===== config.mk =====
export PLATFORM = sky130hd
export DESIGN_NAME = dsp_router_mixer
export DESIGN_NICKNAME = d
export VERILOG_FILES = /design/src/rtl/dsp_router_pkg.sv /design/src/rtl/dsp_adder_tree.sv /design/src/rtl/dsp_router_mixer.sv
export SDC_FILE = /design/constraint.sdc
export NUM_CORES = 2
export LEC_CHECK = 0
export ABC_AREA = 1
export BUFFER_PORTS_ARGS = -buffer_cell sky130_fd_sc_hd__buf_2
export CAP_MARGIN = 20
export CORE_UTILIZATION = 23
export CTS_CLUSTER_DIAMETER = 30
export DETAILED_ROUTE_END_ITERATION = 6
export PLACE_DENSITY = 0.4
export SETUP_SLACK_MARGIN = 0.02
export SYNTH_ARGS = -nofsm -noshare
export SYNTH_HDL_FRONTEND = slang
export SYNTH_SLANG_ARGS = --single-unit

===== constraint.sdc =====
create_clock -name clk_i -period 29 [get_ports clk_i]
set_input_delay 0 -clock clk_i [delete_from_list [all_inputs] [get_ports clk_i]]
set_output_delay 0 -clock clk_i [all_outputs]
set_load 0.05 [all_outputs]

===== src/rtl/dsp_router_pkg.sv =====
// Shared definitions for the DSP router/mixer: bus offsets, select word type and
// the saturation helper used by every mix channel.
package dsp_router_pkg;

  localparam logic [15:0] OFF_INSEL   = 16'h0000;
  localparam logic [15:0] OFF_OUTSEL  = 16'h0004;
  localparam logic [15:0] OFF_STICKY  = 16'h0008;
  localparam logic [15:0] OFF_LIVESAT = 16'h000C;

  // Wide enough for LOG_SRC up to 8 and NOUT up to 8.
  localparam int SEL_W = 8;
  typedef logic [SEL_W-1:0] sel_t;

  typedef struct packed {
    logic        ovf;
    logic [31:0] val;
  } sat_res_t;

  function automatic sat_res_t saturate(input logic signed [31:0] sum, input int dw);
    sat_res_t res;
    logic signed [31:0] hi;
    logic signed [31:0] lo;
    hi = (32'sd1 <<< (dw - 1)) - 32'sd1;
    lo = -(32'sd1 <<< (dw - 1));
    if (sum > hi) begin
      res.ovf = 1'b1;
      res.val = hi;
    end else if (sum < lo) begin
      res.ovf = 1'b1;
      res.val = lo;
    end else begin
      res.ovf = 1'b0;
      res.val = sum;
    end
    return res;
  endfunction

endpackage


===== src/rtl/dsp_adder_tree.sv =====
// One mix channel: gated, sign-extended leaf register, LOG_DIR registered 2-input
// adder levels over a zero-padded heap, then a saturating output register.
module dsp_adder_tree
  import dsp_router_pkg::*;
#(
  parameter int DW      = 14,
  parameter int NDIR    = 10,
  parameter int LOG_DIR = 4
) (
  input  logic              clk,
  input  logic              rst,
  input  logic [NDIR*DW-1:0] dir,
  input  logic [NDIR-1:0]    en,
  output logic [DW-1:0]      mix,
  output logic               sat
);

  localparam int LEAVES = 2 ** LOG_DIR;
  localparam int TW     = DW + LOG_DIR;
  localparam int NODES  = 2 * LEAVES - 1;

  logic [LEAVES*DW-1:0] dir_pad;
  logic [LEAVES-1:0]    en_pad;
  logic signed [TW-1:0] node [NODES];
  sat_res_t             res;
  logic                 unused_res;

  always_comb begin
    dir_pad              = '0;
    dir_pad[NDIR*DW-1:0] = dir;
    en_pad               = '0;
    en_pad[NDIR-1:0]     = en;
  end

  assign res        = saturate({{(32-TW){node[0][TW-1]}}, node[0]}, DW);
  assign unused_res = ^res.val[31:DW];

  // Heap layout: leaves at LEAVES-1.., node i sums children 2i+1 and 2i+2,
  // so every level is one register stage and node 0 is the full sum.
  always_ff @(posedge clk or posedge rst) begin
    if (rst) begin
      for (int i = 0; i < NODES; i++) node[i] <= '0;
      mix <= '0;
      sat <= 1'b0;
    end else begin
      for (int k = 0; k < LEAVES; k++) begin
        node[LEAVES-1+k] <= en_pad[k] ? {{LOG_DIR{dir_pad[k*DW+DW-1]}}, dir_pad[k*DW +: DW]}
                                      : '0;
      end
      for (int i = 0; i < LEAVES - 1; i++) node[i] <= node[2*i+1] + node[2*i+2];
      mix <= res.val[DW-1:0];
      sat <= res.ovf;
    end
  end

endmodule


===== src/rtl/dsp_router_mixer.sv =====
// DSP routing/summing fabric: registered source routing, NOUT saturating mix channels
// and a small bus slice. Define DSP_ROUTER_SAT_CNT_EN for per-channel saturation counters.
module dsp_router_mixer
  import dsp_router_pkg::*;
#(
  parameter int DW      = 14,
  parameter int NSRC    = 16,
  parameter int LOG_SRC = 4,
  parameter int NDST    = 10,
  parameter int NDIR    = 10,
  parameter int LOG_DIR = 4,
  parameter int NOUT    = 2
) (
  input  logic                 clk_i,
  input  logic                 rst_i,
  input  logic [NSRC*DW-1:0]   src_dat_i,
  output logic [NDST*DW-1:0]   dst_dat_o,
  input  logic [NDIR*DW-1:0]   dir_dat_i,
  output logic [NOUT*DW-1:0]   mix_dat_o,
  output logic [NOUT-1:0]      sat_o,
  input  logic [31:0]          sys_addr,
  input  logic [31:0]          sys_wdata,
  input  logic                 sys_wen,
  input  logic                 sys_ren,
  output logic [31:0]          sys_rdata,
  output logic                 sys_ack,
  output logic                 sys_err
);

  logic [LOG_SRC-1:0] slot;
  logic [15:0]        off;
  sel_t               in_sel  [NDST];
  sel_t               out_sel [NDST];
  sel_t               insel_rd;
  sel_t               outsel_rd;
  logic [NOUT-1:0]    sticky;
  logic [DW-1:0]      src_arr [NSRC];
  logic               is_local;
  logic               slot_ok;
  logic               access;
  logic               sticky_cor;
  logic [15:0]        cnt_rd;
  logic [31:0]        rd_val;
  logic               unused_bus;

  assign slot       = sys_addr[16 +: LOG_SRC];
  assign off        = sys_addr[15:0];
  assign unused_bus = ^{sys_addr[31:16+LOG_SRC], sys_wdata};

  for (genvar s = 0; s < NSRC; s++) begin : g_src
    assign src_arr[s] = src_dat_i[s*DW +: DW];
  end

  // Routing stage: selects past the last source deliver silence.
  always_ff @(posedge clk_i or posedge rst_i) begin
    if (rst_i) begin
      dst_dat_o <= '0;
    end else begin
      for (int d = 0; d < NDST; d++) begin
        if (in_sel[d] < sel_t'(NSRC)) dst_dat_o[d*DW +: DW] <= src_arr[in_sel[d][LOG_SRC-1:0]];
        else                          dst_dat_o[d*DW +: DW] <= '0;
      end
    end
  end

  for (genvar o = 0; o < NOUT; o++) begin : g_mix
    logic [NDIR-1:0] en;
    always_comb begin
      en = '0;
      for (int k = 0; k < NDIR; k++) en[k] = out_sel[k][o];
    end
    dsp_adder_tree #(.DW(DW), .NDIR(NDIR), .LOG_DIR(LOG_DIR)) u_tree (
      .clk (clk_i),
      .rst (rst_i),
      .dir (dir_dat_i),
      .en  (en),
      .mix (mix_dat_o[o*DW +: DW]),
      .sat (sat_o[o])
    );
  end

  always_comb begin
    is_local   = (off == OFF_INSEL) || (off == OFF_OUTSEL) ||
                 (off == OFF_STICKY) || (off == OFF_LIVESAT);
    slot_ok    = (32'(slot) < 32'(NDST));
    access     = (sys_wen | sys_ren) & is_local;
    sticky_cor = sys_ren & (off == OFF_STICKY) & (slot == '0);
    insel_rd   = '0;
    outsel_rd  = '0;
    for (int s = 0; s < NDST; s++) begin
      if (32'(slot) == 32'(s)) begin
        insel_rd  = in_sel[s];
        outsel_rd = out_sel[s];
      end else begin
        insel_rd  = insel_rd;
        outsel_rd = outsel_rd;
      end
    end
  end

`ifdef DSP_ROUTER_SAT_CNT_EN
  logic [15:0]     sat_cnt [NOUT];
  logic [NOUT-1:0] cnt_cor;

  always_comb begin
    cnt_rd  = 16'd0;
    cnt_cor = '0;
    for (int o = 0; o < NOUT; o++) begin
      if (32'(slot) == 32'(o + 1)) begin
        cnt_rd     = sat_cnt[o];
        cnt_cor[o] = sys_ren & (off == OFF_STICKY) & slot_ok;
      end else begin
        cnt_rd = cnt_rd;
      end
    end
  end

  // A clear-on-read restarts from the current cycle, so a colliding event leaves 1.
  always_ff @(posedge clk_i or posedge rst_i) begin
    if (rst_i) begin
      for (int o = 0; o < NOUT; o++) sat_cnt[o] <= 16'd0;
    end else begin
      for (int o = 0; o < NOUT; o++) begin
        if (cnt_cor[o])                                sat_cnt[o] <= {15'd0, sat_o[o]};
        else if (sat_o[o] && (sat_cnt[o] != 16'hFFFF)) sat_cnt[o] <= sat_cnt[o] + 16'd1;
        else                                           sat_cnt[o] <= sat_cnt[o];
      end
    end
  end
`else
  assign cnt_rd = 16'd0;
`endif

  always_comb begin
    rd_val = 32'd0;
    if (slot_ok) begin
      case (off)
        OFF_INSEL:   rd_val = {{(32-SEL_W){1'b0}}, insel_rd};
        OFF_OUTSEL:  rd_val = {{(32-SEL_W){1'b0}}, outsel_rd};
        OFF_STICKY:  rd_val = (slot == '0) ? {{(32-NOUT){1'b0}}, sticky} : {16'd0, cnt_rd};
        OFF_LIVESAT: rd_val = (slot == '0) ? {{(32-NOUT){1'b0}}, sat_o} : 32'd0;
        default:     rd_val = 32'd0;
      endcase
    end else begin
      rd_val = 32'd0;
    end
  end

  // Bus handshake and select registers; out-of-range slots ack with an error and no write.
  always_ff @(posedge clk_i or posedge rst_i) begin
    if (rst_i) begin
      sys_ack   <= 1'b0;
      sys_err   <= 1'b0;
      sys_rdata <= 32'd0;
      for (int s = 0; s < NDST; s++) begin
        in_sel[s]  <= '0;
        out_sel[s] <= '0;
      end
    end else begin
      sys_ack   <= access;
      sys_err   <= access & ~slot_ok;
      sys_rdata <= access ? rd_val : sys_rdata;
      for (int s = 0; s < NDST; s++) begin
        if (access && sys_wen && (32'(slot) == 32'(s))) begin
          case (off)
            OFF_INSEL:  in_sel[s]  <= sel_t'(sys_wdata[LOG_SRC-1:0]);
            OFF_OUTSEL: out_sel[s] <= sel_t'(sys_wdata[NOUT-1:0]);
            default:    in_sel[s]  <= in_sel[s];
          endcase
        end
      end
    end
  end

  // Sticky flags: a clearing read still captures a saturation seen in the same cycle.
  always_ff @(posedge clk_i or posedge rst_i) begin
    if (rst_i) sticky <= '0;
    else       sticky <= (sticky_cor ? '0 : sticky) | sat_o;
  end

endmodule


==> results.cfg <==
[timing]
fmax_mhz = 212
slew_violations = 0
layout_min_cycle_time_ns = 4.72
setup_viol = 0
worst_slew_pin_slew_ns = 1.13
hold_violations = 1
whs_ns = -0.00238
relSlewSlack_pct = 24.8
rsz0062_at_grt = false
clock_skew_ns = 0.0843
setup_ws_ns = 24.28
setup_tns_ns = 0
finalCritPeriodShare_pct = 16.3

[floorplan]
core_sq_mm = 0.254
fp.dieW_um = 508
die_h_um = 508
num_io_pins = 636
initial_utilization_pct = 23.2
fp-row-count = 185
dieArea_sq_mm = 0.258

[cells_and_area]
area_growth_pct = 35.6
final_cell_area_sq_mm = 0.0800
fill_cells = 26868
nets = 9491
post_route_cells_drive_above_1_share_pct = 12.8

[synthesis]
synth_edf_count = 0
async_flop_share_pct = 100
synth_top_cell_area_share_pct = 38.8
synth_cell_types = 47
syn_avg_cell_area_sq_um = 7.53
synth-seq-cells = 914
yosysTopAreaCell = dfrtp_1
ys_top_cells_by_area = dfrtp_1 39%, o21ai_0 9.7%, nand2_1 9.3%
yosysWarningCount = 0
synth-main-ff-cell = dfrtp_1
synth_common_cells = 1456 x nand2_1, 1138 x o21ai_0, 1073 x a21oi_1
synth_seq_area_share_pct = 38.8
synth.cell_area_sq_mm = 0.0590
syn_inst = 7836
synth_most_common_cell = nand2_1

[global_route]
grt_pass1_vias = 60629
grt_pass1_wl_um = 445000
overflow = 0
grt_use_total_pct = 23.9
grt_max_degree = 183
antenna_found_initial = 109

[placement]
place_area_sq_mm = 0.0642
dpl.hpwl_um = 229000
numPortBuffers = 567
dp_worst_setup_slack_ns = 24.85
gp_congestion = 0.959

[run_status]
outcome = complete, but fails checks
violations = hold timing

[worst_setup_path]
cp.depth = 10
crit_path_cell_trace = buf_4 -> buf_4 -> a21oi_1 -> o21ai_0 -> nand3_1 -> dlygate4sd3_1 -> nand3_1 -> dlygate4sd3_1 -> nand2_1 -> dlygate4sd3_1
ff2ff_setup_slack_ns = 24.28
worstPathMaxFanout = 88
critPathTopFamily = buffers and inverters
crit_path_frequent_cell = dlygate4sd3_1
reg2reg_from = in_sel[48]
path_buf_inv = 5
worstRegToRegCells = 10
max_stage_delay_ns = 0.79
worstSetupPathType = reg -> reg
endpoint_kind = flip-flop
worst_setup_path_start_kind = flip-flop
worst_ep_required_time_ns = 29.63
crit_path_top_delay_cell = dfrtp_4
critPathLaunch = in_sel[48]
r2r_end = dst_dat_o[51]
cp.arrival_ns = 5.35
crit_end = dst_dat_o[51]

[clock_tree]
cts_sinks = 914
htree_levels = 5
path_clk_slew_ns = 0.04
numCtsBuffers = 273
tritoncts = yes
cts_root_buf = clkbuf_16
cts_setup_buffers = 0
clockBufferDepth = 4
cts_resized = 0
cts_hold_buffers = 617
worstSkewPairLatency_ns = 0.83

[drt]
ant_nets = 0
drt_pass1_iterations = 6
drt_iter0_markers = 6508
num_vias = 62842
drt-vias-per-instance = 5.07
drt_drc_violations_left = 0
wl_um = 318000
routedWlPerCell_um = 25.6

[worst_hold_path]
worstHoldPathType = in -> reg

[power_and_ir_drop]
p_total_mw = 4.69
p_per_area_mw_per_mm2 = 58.6
p_leak_nw = 38.0
irDropWorstVdd_uv = 38.7

[run]
maxCapViolCount = 0
[placed cells by master (no fill, tap or decap), drive strengths merged, types with 152 or more instances in the layout]
master and instances:
nand2 1457, o21ai 1167, dlygate4sd3 619, inv 552
nand3 548, ha 276, a21oi 1073, nor2 242
clkbuf 365, xor2 176, o211ai 267, clkinv 152
buf 649, dfrtp 914
[cell type report]
type	instances	area [sq um]	share of cell area [%]
multi-input combinational	5672	31200	39.0
sequential	914	22900	28.7
timing repair buffer	1268	9730	12.2
clock buffer	365	7680	9.61
tap	3366	4210	5.27
inverter	636	2390	2.99
clock inverter	121	1700	2.12
antenna	53	133	0.166
[cell families (layout without fill, tap and decap cells)]
| logic type | after synthesis | after routing | synth area share [%] |
|---|---|---|---|
| other | 1 | 81 | 0.00636 |
| XOR/XNOR | 262 | 262 | 3.89 |
| flip-flops | 914 | 914 | 38.8 |
| AND/OR/NAND/NOR | 2312 | 2312 | 16.3 |
| AO/OA/AOI/OAI | 2776 | 2776 | 26.0 |
| adder cells (fa/ha/maj) | 294 | 294 | 6.47 |
| buffers and inverters | 1277 | 2390 | 8.56 |
[per-stage QoR]
stage               cells  util (%)  hold WS (ns)
floorplan            7863         -        0.0997
global placement    11233      25.2         0.207
detailed placement  11234      25.2         0.206
CTS                 12337      31.3      0.000785
global route        12357      31.4       0.00190
finish              12395      31.4      -0.00238
[tightest hold or removal path: cells and delay by family]
family | cells | cell delay [ns]
AO/OA/AOI/OAI | 1 | 0.24
buffers and inverters | 2 | 0.50
[state kept, by name, summed over array words and instances (netlist names)]
signal             count
g_mix.u_tree.node    676
dst_dat_o            140
in_sel                40
g_mix.u_tree.mix      28
g_mix.en              20
sys_rdata              4
g_mix.u_tree.sat       2
sticky                 2
sys_ack                1
sys_err                1
[power by group]
part | switching, mW | total, mW | internal [mW]
clock network | 0.907 | 3.03 | 2.13
registers | 0.00917 | 1.30 | 1.29
logic | 0.256 | 0.354 | 0.0978
total | 1.17 | 4.69 | 3.51
[worst min-delay path by stage]
stage                     cells past startpoint      startpoint                        end  slack (ns)
after floorplan                               2  dir_dat_i[126]  g_mix[0].u_tree.node[108]         0.1
after global placement                        3   dir_dat_i[34]  g_mix[0].u_tree.node[240]        0.21
after detailed placement                      2           rst_i             dst_dat_o[119]        0.21
after CTS                                     5  src_dat_i[119]             dst_dat_o[105]      0.0008
after global routing                          4         sys_ren               sys_rdata[1]       0.002
final                                         3    sys_wdata[0]                  in_sel[8]      -0.002
[layer usage]
layer / global-route usage [%] / part of all wire [%]
met1: 27.5 / 38
met2: 38.4 / 45
met3: 6.73 / 8.9
met4: 16.6 / 7.8
met5: 0 / 0.16
(Power assumes the default switching activity.)
